`src/rtl/clock_display_mux_n_pkg.sv`:
```
// Shared constants and helpers for the multiplexed clock display: time limits,
// 7-segment code table ({g..a}, 1 = lit) and a compare/subtract BCD split.
package clock_display_mux_n_pkg;

  localparam logic [5:0] SEC_MAX   = 6'd59;
  localparam logic [5:0] MIN_MAX   = 6'd59;
  localparam logic [4:0] HR_MAX    = 5'd23;
  localparam logic [6:0] SEG_BLANK = 7'h00;

  typedef struct packed {
    logic [3:0] tens;
    logic [3:0] ones;
  } bcd_t;

  // Values never exceed 59, so a short compare cascade replaces a divider.
  function automatic bcd_t to_bcd(input logic [5:0] v);
    bcd_t b;
    if (v >= 6'd50) begin
      b.tens = 4'd5;
      b.ones = 4'(v - 6'd50);
    end else if (v >= 6'd40) begin
      b.tens = 4'd4;
      b.ones = 4'(v - 6'd40);
    end else if (v >= 6'd30) begin
      b.tens = 4'd3;
      b.ones = 4'(v - 6'd30);
    end else if (v >= 6'd20) begin
      b.tens = 4'd2;
      b.ones = 4'(v - 6'd20);
    end else if (v >= 6'd10) begin
      b.tens = 4'd1;
      b.ones = 4'(v - 6'd10);
    end else begin
      b.tens = 4'd0;
      b.ones = v[3:0];
    end
    return b;
  endfunction

  function automatic logic [6:0] seg_decode(input logic [3:0] d);
    logic [6:0] c;
    case (d)
      4'd0:    c = 7'h3F;
      4'd1:    c = 7'h06;
      4'd2:    c = 7'h5B;
      4'd3:    c = 7'h4F;
      4'd4:    c = 7'h66;
      4'd5:    c = 7'h6D;
      4'd6:    c = 7'h7D;
      4'd7:    c = 7'h07;
      4'd8:    c = 7'h7F;
      4'd9:    c = 7'h6F;
      default: c = SEG_BLANK;
    endcase
    return c;
  endfunction

endpackage

```
`src/rtl/clock_display_mux_n_btn_repeat.sv`:
```
// Set-button stepper: one step on a rising edge, then after DLY_CYC of holding,
// one step every PER_CYC until release.
module clock_display_mux_n_btn_repeat #(
  parameter int DLY_CYC = 25_000_000,
  parameter int PER_CYC = 5_000_000
) (
  input  logic clk,
  input  logic rst_n,
  input  logic btn_i,
  output logic step_o
);

  localparam int CNT_MAX = (DLY_CYC > PER_CYC) ? DLY_CYC : PER_CYC;
  localparam int CNT_W   = $clog2(CNT_MAX + 1);
  localparam logic [CNT_W-1:0] DLY_VAL = CNT_W'(DLY_CYC);
  localparam logic [CNT_W-1:0] PER_VAL = CNT_W'(PER_CYC);

  logic             prev_q, prev_d;
  logic             armed_q, armed_d;
  logic             rep_q, rep_d;
  logic [CNT_W-1:0] cnt_q, cnt_d;
  logic             rise;

  // prev resets high and armed low so a button held through reset stays inert.
  always_ff @(posedge clk or negedge rst_n) begin
    if (!rst_n) begin
      prev_q  <= 1'b1;
      armed_q <= 1'b0;
      rep_q   <= 1'b0;
      cnt_q   <= '0;
    end else begin
      prev_q  <= prev_d;
      armed_q <= armed_d;
      rep_q   <= rep_d;
      cnt_q   <= cnt_d;
    end
  end

  always_comb begin
    prev_d  = btn_i;
    armed_d = armed_q;
    rep_d   = rep_q;
    cnt_d   = cnt_q;
    step_o  = 1'b0;
    rise    = btn_i & ~prev_q;
    if (!btn_i) begin
      armed_d = 1'b0;
      rep_d   = 1'b0;
      cnt_d   = '0;
    end else if (rise) begin
      step_o  = 1'b1;
      armed_d = 1'b1;
      rep_d   = 1'b0;
      cnt_d   = CNT_W'(1);
    end else if (armed_q) begin
      if ((!rep_q && cnt_q == DLY_VAL) || (rep_q && cnt_q == PER_VAL)) begin
        step_o = 1'b1;
        rep_d  = 1'b1;
        cnt_d  = CNT_W'(1);
      end else begin
        cnt_d = cnt_q + 1'b1;
      end
    end
  end

endmodule

```
`src/rtl/clock_display_mux_n.sv`:
```
// HH:MM[:SS] timekeeper with set buttons, 12/24 h display and an N-digit
// multiplexed 7-segment driver with configurable output polarity.
module clock_display_mux_n
  import clock_display_mux_n_pkg::*;
#(
  parameter int CLK_FREQ_HZ    = 50_000_000,
  parameter int FAST_DIV       = 60,
  parameter int NUM_DIGITS     = 4,
  parameter int REFRESH_CYCLES = 200_000,
  parameter int REPEAT_DLY_CYC = 25_000_000,
  parameter int REPEAT_PER_CYC = 5_000_000,
  parameter int SEG_ACTIVE_LOW = 1
) (
  input  logic                  clk,
  input  logic                  rst_n,
  input  logic                  run,
  input  logic                  speed_up,
  input  logic                  mode_12h,
  input  logic                  hour_inc,
  input  logic                  hour_dec,
  input  logic                  min_inc,
  input  logic                  min_dec,
  input  logic                  clear,
  input  logic [5:0]            sec_load,
  output logic [6:0]            segments,
  output logic [NUM_DIGITS-1:0] anodes,
  output logic [5:0]            leds,
  output logic                  pm
);

  localparam int DIV_W = (CLK_FREQ_HZ > 2) ? $clog2(CLK_FREQ_HZ) : 1;
  localparam logic [DIV_W-1:0] LIM_NORM = DIV_W'(CLK_FREQ_HZ - 1);
  localparam logic [DIV_W-1:0] LIM_FAST = DIV_W'(CLK_FREQ_HZ / FAST_DIV - 1);
  localparam int REF_W = (REFRESH_CYCLES > 2) ? $clog2(REFRESH_CYCLES) : 1;
  localparam logic [REF_W-1:0] REF_LAST = REF_W'(REFRESH_CYCLES - 1);
  localparam int IDX_W = $clog2(NUM_DIGITS);
  localparam logic [IDX_W-1:0] IDX_LAST = IDX_W'(NUM_DIGITS - 1);
  localparam logic [NUM_DIGITS-1:0] AN_OFF  = {NUM_DIGITS{SEG_ACTIVE_LOW != 0}};
  localparam logic [6:0]            SEG_OFF = {7{SEG_ACTIVE_LOW != 0}};

  logic [1:0]            rst_sync_q, rst_sync_d;
  logic                  rst_int_n;
  logic [DIV_W-1:0]      div_q, div_d, div_lim;
  logic                  spd_q, spd_d;
  logic                  tick;
  logic [4:0]            h_q, h_d;
  logic [5:0]            m_q, m_d, s_q, s_d;
  logic [REF_W-1:0]      ref_q, ref_d;
  logic [IDX_W-1:0]      idx_q, idx_d;
  logic [NUM_DIGITS-1:0] an_q, an_d;
  logic [6:0]            seg_q, seg_d;
  logic [5:0]            leds_q, leds_d;
  logic                  pm_q, pm_d;
  logic                  hr_up, hr_dn, mn_up, mn_dn;

  // Assertion is immediate; release is aligned to clk by two flops.
  always_ff @(posedge clk or negedge rst_n) begin
    if (!rst_n) rst_sync_q <= 2'b00;
    else        rst_sync_q <= rst_sync_d;
  end

  always_comb rst_sync_d = {rst_sync_q[0], 1'b1};
  assign rst_int_n = rst_sync_q[1];

  clock_display_mux_n_btn_repeat #(.DLY_CYC(REPEAT_DLY_CYC), .PER_CYC(REPEAT_PER_CYC))
    u_hr_inc (.clk(clk), .rst_n(rst_int_n), .btn_i(hour_inc), .step_o(hr_up));
  clock_display_mux_n_btn_repeat #(.DLY_CYC(REPEAT_DLY_CYC), .PER_CYC(REPEAT_PER_CYC))
    u_hr_dec (.clk(clk), .rst_n(rst_int_n), .btn_i(hour_dec), .step_o(hr_dn));
  clock_display_mux_n_btn_repeat #(.DLY_CYC(REPEAT_DLY_CYC), .PER_CYC(REPEAT_PER_CYC))
    u_mn_inc (.clk(clk), .rst_n(rst_int_n), .btn_i(min_inc), .step_o(mn_up));
  clock_display_mux_n_btn_repeat #(.DLY_CYC(REPEAT_DLY_CYC), .PER_CYC(REPEAT_PER_CYC))
    u_mn_dec (.clk(clk), .rst_n(rst_int_n), .btn_i(min_dec), .step_o(mn_dn));

  always_ff @(posedge clk or negedge rst_int_n) begin
    if (!rst_int_n) begin
      div_q  <= '0;
      spd_q  <= 1'b0;
      h_q    <= '0;
      m_q    <= '0;
      s_q    <= '0;
      ref_q  <= '0;
      idx_q  <= '0;
      an_q   <= AN_OFF;
      seg_q  <= SEG_OFF;
      leds_q <= '0;
      pm_q   <= 1'b0;
    end else begin
      div_q  <= div_d;
      spd_q  <= spd_d;
      h_q    <= h_d;
      m_q    <= m_d;
      s_q    <= s_d;
      ref_q  <= ref_d;
      idx_q  <= idx_d;
      an_q   <= an_d;
      seg_q  <= seg_d;
      leds_q <= leds_d;
      pm_q   <= pm_d;
    end
  end

  // A speed_up change restarts the second so the new period starts clean.
  always_comb begin
    spd_d   = speed_up;
    div_lim = speed_up ? LIM_FAST : LIM_NORM;
    tick    = 1'b0;
    if (!run || (speed_up != spd_q)) begin
      div_d = '0;
    end else if (div_q == div_lim) begin
      div_d = '0;
      tick  = 1'b1;
    end else begin
      div_d = div_q + 1'b1;
    end
  end

  always_comb begin
    h_d = h_q;
    m_d = m_q;
    s_d = s_q;
    if (clear) begin
      h_d = '0;
      m_d = '0;
      s_d = '0;
    end else if (run) begin
      if (tick) begin
        if (s_q == SEC_MAX) begin
          s_d = '0;
          if (m_q == MIN_MAX) begin
            m_d = '0;
            h_d = (h_q == HR_MAX) ? 5'd0 : h_q + 5'd1;
          end else begin
            m_d = m_q + 6'd1;
          end
        end else begin
          s_d = s_q + 6'd1;
        end
      end
    end else begin
      s_d = (sec_load > SEC_MAX) ? SEC_MAX : sec_load;
      // Opposing steps on one field cancel; hour and minute are independent.
      if (hr_up && !hr_dn) h_d = (h_q == HR_MAX) ? 5'd0 : h_q + 5'd1;
      if (hr_dn && !hr_up) h_d = (h_q == 5'd0) ? HR_MAX : h_q - 5'd1;
      if (mn_up && !mn_dn) m_d = (m_q == MIN_MAX) ? 6'd0 : m_q + 6'd1;
      if (mn_dn && !mn_up) m_d = (m_q == 6'd0) ? MIN_MAX : m_q - 6'd1;
    end
  end

  logic [4:0]            h_mod, disp_h;
  bcd_t                  bcd_h, bcd_m, bcd_s;
  logic                  blank_h10;
  logic [2:0]            sel;
  logic [6:0]            code;
  logic [NUM_DIGITS-1:0] an_hot;

  always_comb begin
    h_mod     = (h_q >= 5'd12) ? h_q - 5'd12 : h_q;
    disp_h    = mode_12h ? ((h_mod == 5'd0) ? 5'd12 : h_mod) : h_q;
    bcd_h     = to_bcd({1'b0, disp_h});
    bcd_m     = to_bcd(m_q);
    bcd_s     = to_bcd(s_q);
    blank_h10 = mode_12h && (bcd_h.tens == 4'd0);

    ref_d = ref_q + 1'b1;
    idx_d = idx_q;
    if (ref_q == REF_LAST) begin
      ref_d = '0;
      idx_d = (idx_q == IDX_LAST) ? '0 : idx_q + 1'b1;
    end

    // Digit slot 0 is seconds-ones; a 4-digit build starts at minutes-ones.
    sel = 3'(idx_q) + ((NUM_DIGITS == 4) ? 3'd2 : 3'd0);
    case (sel)
      3'd0:    code = seg_decode(bcd_s.ones);
      3'd1:    code = seg_decode(bcd_s.tens);
      3'd2:    code = seg_decode(bcd_m.ones);
      3'd3:    code = seg_decode(bcd_m.tens);
      3'd4:    code = seg_decode(bcd_h.ones);
      3'd5:    code = blank_h10 ? SEG_BLANK : seg_decode(bcd_h.tens);
      default: code = SEG_BLANK;
    endcase

    an_hot = {{(NUM_DIGITS-1){1'b0}}, 1'b1} << idx_q;
    an_d   = an_hot ^ AN_OFF;
    seg_d  = code ^ SEG_OFF;
    leds_d = s_q;
    pm_d   = mode_12h && (h_q >= 5'd12);
  end

  assign segments = seg_q;
  assign anodes   = an_q;
  assign leds     = leds_q;
  assign pm       = pm_q;

endmodule
```
`config.mk`:
```
export PLATFORM = sky130hd
export DESIGN_NAME = clock_display_mux_n
export DESIGN_NICKNAME = d
export VERILOG_FILES = /design/src/rtl/clock_display_mux_n_pkg.sv /design/src/rtl/clock_display_mux_n_btn_repeat.sv /design/src/rtl/clock_display_mux_n.sv
export SDC_FILE = /design/constraint.sdc
export NUM_CORES = 1
export LEC_CHECK = 0
export CORE_MARGIN = 10
export CORE_UTILIZATION = 40
export DETAILED_ROUTE_END_ITERATION = 8
export PLACE_DENSITY = 0.56
export SLEW_MARGIN = 25
export SYNTH_ARGS = -nofsm -noshare
export SYNTH_HDL_FRONTEND = slang
export SYNTH_SLANG_ARGS = --single-unit
export TNS_END_PERCENT = 100
```
`constraint.sdc`:
```
create_clock -name clk -period 6.15 [get_ports clk]
set_input_delay 1.5375 -clock clk [delete_from_list [all_inputs] [get_ports clk]]
set_output_delay 1.5375 -clock clk [all_outputs]
set_load 0.005 [all_outputs]
```
==> results_dict.tcl <==
set metrics [dict create \
    die_w_um 195.7 \
    rsz0062_at_grt "no" \
    dp_hpwl_um 19370 \
    vias 9810 \
    pwr-share-comb_pct 29.2 \
    cts_sinks 196 \
    layout_commonest_cell "nor2_1" \
    drive_gt1_share_pct 6.223 \
    hold_buffers 0 \
    layout_common_cells "nor2_1 (215), dfrtp_1 (180), nand2_1 (135)" \
    core_area_um2 30510 \
    diodes 0 \
    min_path_type "reg -> reg" \
    initial_core_util_pct 40.46 \
    arrival_ns 5.43 \
    fin_crit_ns 5.082 \
    fill_cells 2955 \
    worst_pin_slew_ns 0.8908 \
    powerDensity_nw_per_um2 276.0 \
    drt-vias-per-instance 5.420 \
    hold_ws_ns 0.3537 \
    cts_setup_buffers 0 \
    yosysWarningCount 0 \
    cp-start-kind "input pin" \
    pre_cts_ws_ns 0.7009 \
    remaining_drc_errors 0 \
    p_leak_nw 5.666 \
    max_stage_delay_ns 0.56 \
    end_kind "flip-flop" \
    critPathTopFamily "compound AO/OA/AOI/OAI gates" \
    synth_top_area_share_pct 36.70 \
    avgRoutedWirePerCell_um 15.17 \
    status "complete, no violations" \
    antenna_found_initial 0 \
    synth_area_leaders "dfrtp_1 (37%), ha_1 (7.7%), nor2_1 (6.5%)" \
    cts_tree "yes" \
    cts_buffer_depth 2 \
    port-buffer-count 33 \
    cp_max_fo 9 \
    path_buf_inv 3 \
    synth_nets 1471 \
    fin_crit_sh_pct 82.63 \
    worstPathRequired_ns 6.49 \
    rows 64 \
    synth_edf_count 0 \
    first_pass_iters 6 \
    grt_pass1_vias 9670 \
    cap_violations 0 \
    crit_chain "clkdlybuf4s50_1 -> inv_1 -> o32a_1 -> o21ai_0 -> ha_1 -> o211ai_1 -> a311o_1 -> o31a_1 -> o21ai_1 -> inv_1 -> ha_1 -> mux2_2 -> a211oi_1" \
    ys_types 95 \
    syn_inst 1379 \
    p_sw_w 0.001270 \
    finalSetupViolCount 0 \
    max_slew_margin_pct 40.44 \
    ir_worst_vdd_v 0.0002053 \
    area_delta_synth_final_pct 10.96 \
    clk_pin_slew_ns 0.07 \
    pwr-share-seq_pct 38.8 \
    finClkSkew_ns 0.02194 \
    drt-initial-drc-count 528 \
    hold_violations 0 \
    place.gp.congestion 0.8353 \
    worst_slack_ns 1.068 \
    sw_frac_of_total_pct 33.60 \
    p_total_w 0.003780 \
    htreeDepth 4 \
    internal_power_w 0.002510 \
    die_area_um2 38280 \
    numCtsBuffers 17 \
    seq_area_frac_synth_pct 39.89 \
    pin_count 34 \
    antenna_left 0 \
    grt_usage_pct 14.62 \
    yosysTopAreaCell "dfrtp_1" \
    maxSlewViolCount 0 \
    gr-total-overflow 0 \
    routed_wl_um 27460 \
    syn-mean-instance-area_um2 8.951 \
    async_flop_share_pct 100.0 \
    grt_max_degree 140 \
    dieHeight_um 195.7 \
    synthFlopType "dfrtp_1" \
    nNetsFinal 1493 \
    clock_latency_ns 0.45 \
    pwr-share-clk_pct 31.9 \
    path_class "in -> reg" \
    tns_ns 0 \
    syn_area_um2 12340 \
    cts-resized-gates 0 \
    crit_slowest_cell "clkdlybuf4s50_1" \
    clock-root-buffer "clkbuf_16" \
    clock.fmax_mhz 196.8 \
    ys_ff_latch 196 \
    grt_first_pass_wirelength_um 47780 \
]
## through the flow
| step | std cells | area, µm² | utilization [%] |
|---|---|---|---|
| floorplan | 1379 | 12340 | - |
| global placement | 1778 | 13070 | 42.83 |
| detailed placement | 1778 | 13070 | 42.83 |
| CTS | 1810 | 13700 | 44.89 |
| global route | 1810 | 13700 | 44.89 |
| finish | 1810 | 13700 | 44.89 |
## registers in the layout, summed over array words and instances (netlist names), 4 cells and up
| register | flops |
|---|---|
| div_q | 26 |
| u_hr_dec.cnt_q | 25 |
| u_hr_inc.cnt_q | 25 |
| u_mn_dec.cnt_q | 25 |
| u_mn_inc.cnt_q | 25 |
| ref_q | 18 |
| segments | 7 |
| leds | 6 |
| leds_d | 6 |
| m_q | 6 |
| h_q | 5 |
| anodes | 4 |
## worst reg2reg max path, delay by kind of cell, from the launching register on
family                     cells  cell delay (ns)
AOI/OAI and AO/OA              6             2.01
adders and majority gates      3             1.05
buffers and inverters          3             0.50
DFF                            1             0.49
muxes                          1             0.26
and+or+nand+nor                2             0.37
## Yosys cell counts, types with 5 or more instances
master       n
nor2_1     215
dfrtp_1    181
nand2_1    135
xor2_1      84
ha_1        76
nand3_1     67
inv_1       65
o21ai_0     55
xnor2_1     46
a21oi_1     44
nand4_1     36
nor3_1      25
and3_1      24
clkbuf_1    23
dfstp_2     15
nand2b_1    14
nor4_1      13
a21boi_0    12
and2_1      11
nor2b_1     11
or3_1       11
a211oi_1    10
a31oi_1      9
a221oi_1     8
nor4b_1      8
or2_2        8
a21o_1       7
nand3b_1     7
nor3b_1      6
o2111ai_1    6
o211ai_1     6
o31ai_1      6
a221o_1      5
a22o_1       5
and4_1       5
buf_2        5
nor4bb_1     5
## kinds of logic after synthesis
family | share of synthesized area [%]
DFF | 39.89
buffers and inverters | 3.457
AOI/OAI and AO/OA | 14.76
adders and majority gates | 7.704
other | 0.03038
and+or+nand+nor | 24.52
xor gates and xnor gates | 9.225
muxes | 0.4156
## power by group through the flow
stage | clock network, W | registers [W] | logic [W]
final | 0.00121 | 0.00147 | 0.00111
after global routing | 0.00129 | 0.00148 | 0.00124
after CTS | 0.00125 | 0.00147 | 0.00110
after detailed placement | 0 | 0.00150 | 0.00110
after global placement | 0 | 0.00150 | 0.00109
after floorplan | 0 | 0.00145 | 0.000863
## worst paths after layout
kind	to	depth (start not counted)	slack, ns	start
max	segments[4]$_DFF_PN1_	13	1.07	mode_12h
min	rst_sync_q[1]$_DFF_PN0_	0	0.35	rst_sync_q[0]$_DFF_PN0_
max reg2reg	segments[4]$_DFF_PN1_	15	1.36	h_q[0]$_DFFE_PN0P_
min reg2reg	rst_sync_q[1]$_DFF_PN0_	0	0.35	rst_sync_q[0]$_DFF_PN0_
max in group asynchronous	u_hr_inc.cnt_q[21]$_DFFE_PN0P_	1	4.56	rst_sync_q[1]$_DFF_PN0_
min in group asynchronous	u_hr_dec.cnt_q[22]$_DFFE_PN0P_	0	0.38	rst_sync_q[1]$_DFF_PN0_
## layout make-up
cell class / instances / area (µm²) / area share [%]
Clock buffer: 18 / 429.2 / 3.134
Timing Repair Buffer: 40 / 395.4 / 2.887
Sequential cell: 196 / 4927 / 35.98
Tap cell: 396 / 495.5 / 3.618
Multi-Input combinational cell: 1080 / 6999 / 51.11
Clock inverter: 14 / 198.9 / 1.453
Inverter: 66 / 250.2 / 1.827
## metal layers
metal | vias up | global-route usage, % | wire length, µm
met5 | - | 0 | 0
met4 | 0 | 3.988 | 366
met3 | 26 | 2.745 | 804
met2 | 133 | 23.73 | 13040
met1 | 4758 | 19.49 | 13240
li1 | 4893 | - | -
No activity file was read; power rests on OpenSTA's default activity.
==> edit, RTL diff (config.mk and constraints unchanged) <==
Change the parameter `REFRESH_CYCLES` from 200_000 to 50_000.
--- a/src/rtl/clock_display_mux_n.sv
+++ b/src/rtl/clock_display_mux_n.sv
@@ -8,3 +8,3 @@
   parameter int NUM_DIGITS     = 4,
-  parameter int REFRESH_CYCLES = 200_000,
+  parameter int REFRESH_CYCLES = 50_000,
   parameter int REPEAT_DLY_CYC = 25_000_000,
Check against the original RTL: no difference found for any inputs over 4 cycles, from zero or initial values and one cycle with rst_n low; that may be too few to reach the edited logic, so the function may still have changed.
==> edit against the original RTL <==
Design area fell by 1.6%. Area after synthesis fell by 1.9%. Largest cell class unchanged. Routed wire length fell by 4.4%. Via count fell by 1.9%. Worst setup slack improved by 440 ps. Total power rose by 2.6%. Sequential cell count fell by 2. Non-clock buffer count fell by 4. Hold slack barely moved.
==> edit: results (changes against the original RTL) <==
================================================================================
Status ............................................................ finished, final reports clean   unchanged
Pin count of the biggest net entering global routing ..............          193   was 140
Crit path max fanout ..............................................            7   was 9
List of most frequent post-synthesis cells ........................ nor2_1, dfrtp_1, nand2_1, xor2_1, ha_1   unchanged
Longest individual stage delay on the worst path ..................       600 ps   was 560 ps
Worst-skew pair later-pin latency .................................       440 ps
Kind of cell with the highest combined delay on the critical path . simple AND/OR/NAND/NOR gates   was compound AO/OA/AOI/OAI gates
Sequential cell area fraction in the yosys report .................       40.25%   was 39.89%
Placer congestion estimate ........................................       0.8508   was 0.8353
First-pass GRT wire length ........................................ 45870 microns   was 47780 microns
Per-instance average area after synthesis .........................  8.844 sq um   was 8.951 sq um
Maximum ir drop on the vdd rail ...................................  0.0002117 V   was 0.0002053 V
Worst-Margin Slew .................................................     873.9 ps   was 890.8 ps
Final net count ...................................................         1480   was 1493
Number of flip-flops under the largest register name ..............           26   unchanged
Global routing usage summed across all routing layers .............       14.00%   was 14.62%
Fraction of layout instances using a drive strength above 1 .......       5.425%   was 6.223%
Wire per inst ..................................................... 14.65 microns   was 15.17 microns
CTS-repair resized insts ..........................................            0   unchanged
Total via count in the routed design ..............................         9622   was 9810
Clock Skews .......................................................     10.76 ps   was 21.94 ps
Number of cells after detailed placement ..........................         1758   was 1778
Critical Path Source ..............................................     mode_12h   unchanged
Worst R2R Path Depth ..............................................           14   was 15
Post-detail-place hpwl ............................................ 18340 microns   was 19370 microns
Detailed-route vias per instance ..................................        5.372   was 5.420
Width of the die .................................................. 194.0 microns   was 195.7 microns
Detailed-routing iteration count for the pre-antenna-repair pass ..            5   was 6
Fill count ........................................................         2833   was 2955
Area after detailed placement ..................................... 0.01280 sq mm   was 0.01307 sq mm
Distinct cell type count of the synthesized netlist ...............           82   was 95
Largest cells by area after synthesis ............................. dfrtp_1, ha_1, nor2_1   unchanged
CP Data Arrival Time ..............................................      4970 ps   was 5430 ps
Startpoint of the lowest-slack register-to-register path .......... h_q[2]$_DFFE_PN0P_   was h_q[0]$_DFFE_PN0P_
Static leakage ....................................................     5.567 nW   was 5.666 nW
================================================================================
## edit: cell count changes after synthesis, moves of 4 or more
cell      unedited run  this run
a21oi_1             44        57
a22o_1               5         1
and2_1              11         7
and3_1              24        28
inv_1               65        72
mux2_2               1         6
nand2_1            135       128
nand4b_1             2         6
nor2_1             215       209
nor4b_1              8        18
o22ai_1              3         9
xor2_1              84        77
## edit: metrics by stage
stage	setup WS (ps)	power, mW	utilization (%)	hold WS [ps]
2_1_floorplan	370.0	2.360	-	331.2
3_3_place_gp	1249	2.668	43.07	337.0
3_5_place_dp	1129	2.682	43.07	340.3
4_1_cts	1590	3.916	45.22	357.7
5_1_grt	1202	4.153	45.36	362.0
6_report	1508	3.879	45.36	353.2
## edit: routing by layer
metal  vias to the layer above  global-route usage [%]  part of all wire (%)
met2                       146                   22.14                    46
met4                         0                   3.350                  0.71
li1                       4850                       -                     -
met3                        15                   2.524                   3.0
met5                         -                       0                     0
met1                      4611                   19.35                    50
## edit: kinds of logic after synthesis
kind of cell | synth area share, %
AO/OA/AOI/OAI | 13.34
XOR/XNOR | 9.176
adder cells (fa/ha/maj) | 7.854
buffers and inverters | 3.596
flip-flops | 40.25
multiplexers | 0.8887
other | 0.03097
AND/OR/NAND/NOR | 24.86
## edit: final cells by class
| class | count | share of cell area [%] |
|---|---|---|
| Clock inverter | 14 | 1.485 |
| Sequential cell | 194 | 36.18 |
| Inverter | 72 | 2.005 |
| Tap cell | 390 | 3.620 |
| Multi-Input combinational cell | 1067 | 50.59 |
| Clock buffer | 18 | 3.258 |
| Timing Repair Buffer | 36 | 2.859 |
## edit: worst paths after layout
path | endpoint | slack [ps]
max | segments[0]$_DFF_PN1_ | 1510
min | rst_sync_q[1]$_DFF_PN0_ | 350
max reg2reg | segments[0]$_DFF_PN1_ | 1850
min reg2reg | rst_sync_q[1]$_DFF_PN0_ | 350
max in group asynchronous | rst_sync_q[1]$_DFF_PN0_ | 4760
min in group asynchronous | u_mn_inc.cnt_q[10]$_DFFE_PN0P_ | 360
## edit: power breakdown
| group | internal [mW] | switching, mW | total [mW] |
|---|---|---|---|
| sequential | 1.36 | 0.108 | 1.47 |
| clock | 0.699 | 0.512 | 1.21 |
| combinational | 0.491 | 0.709 | 1.20 |
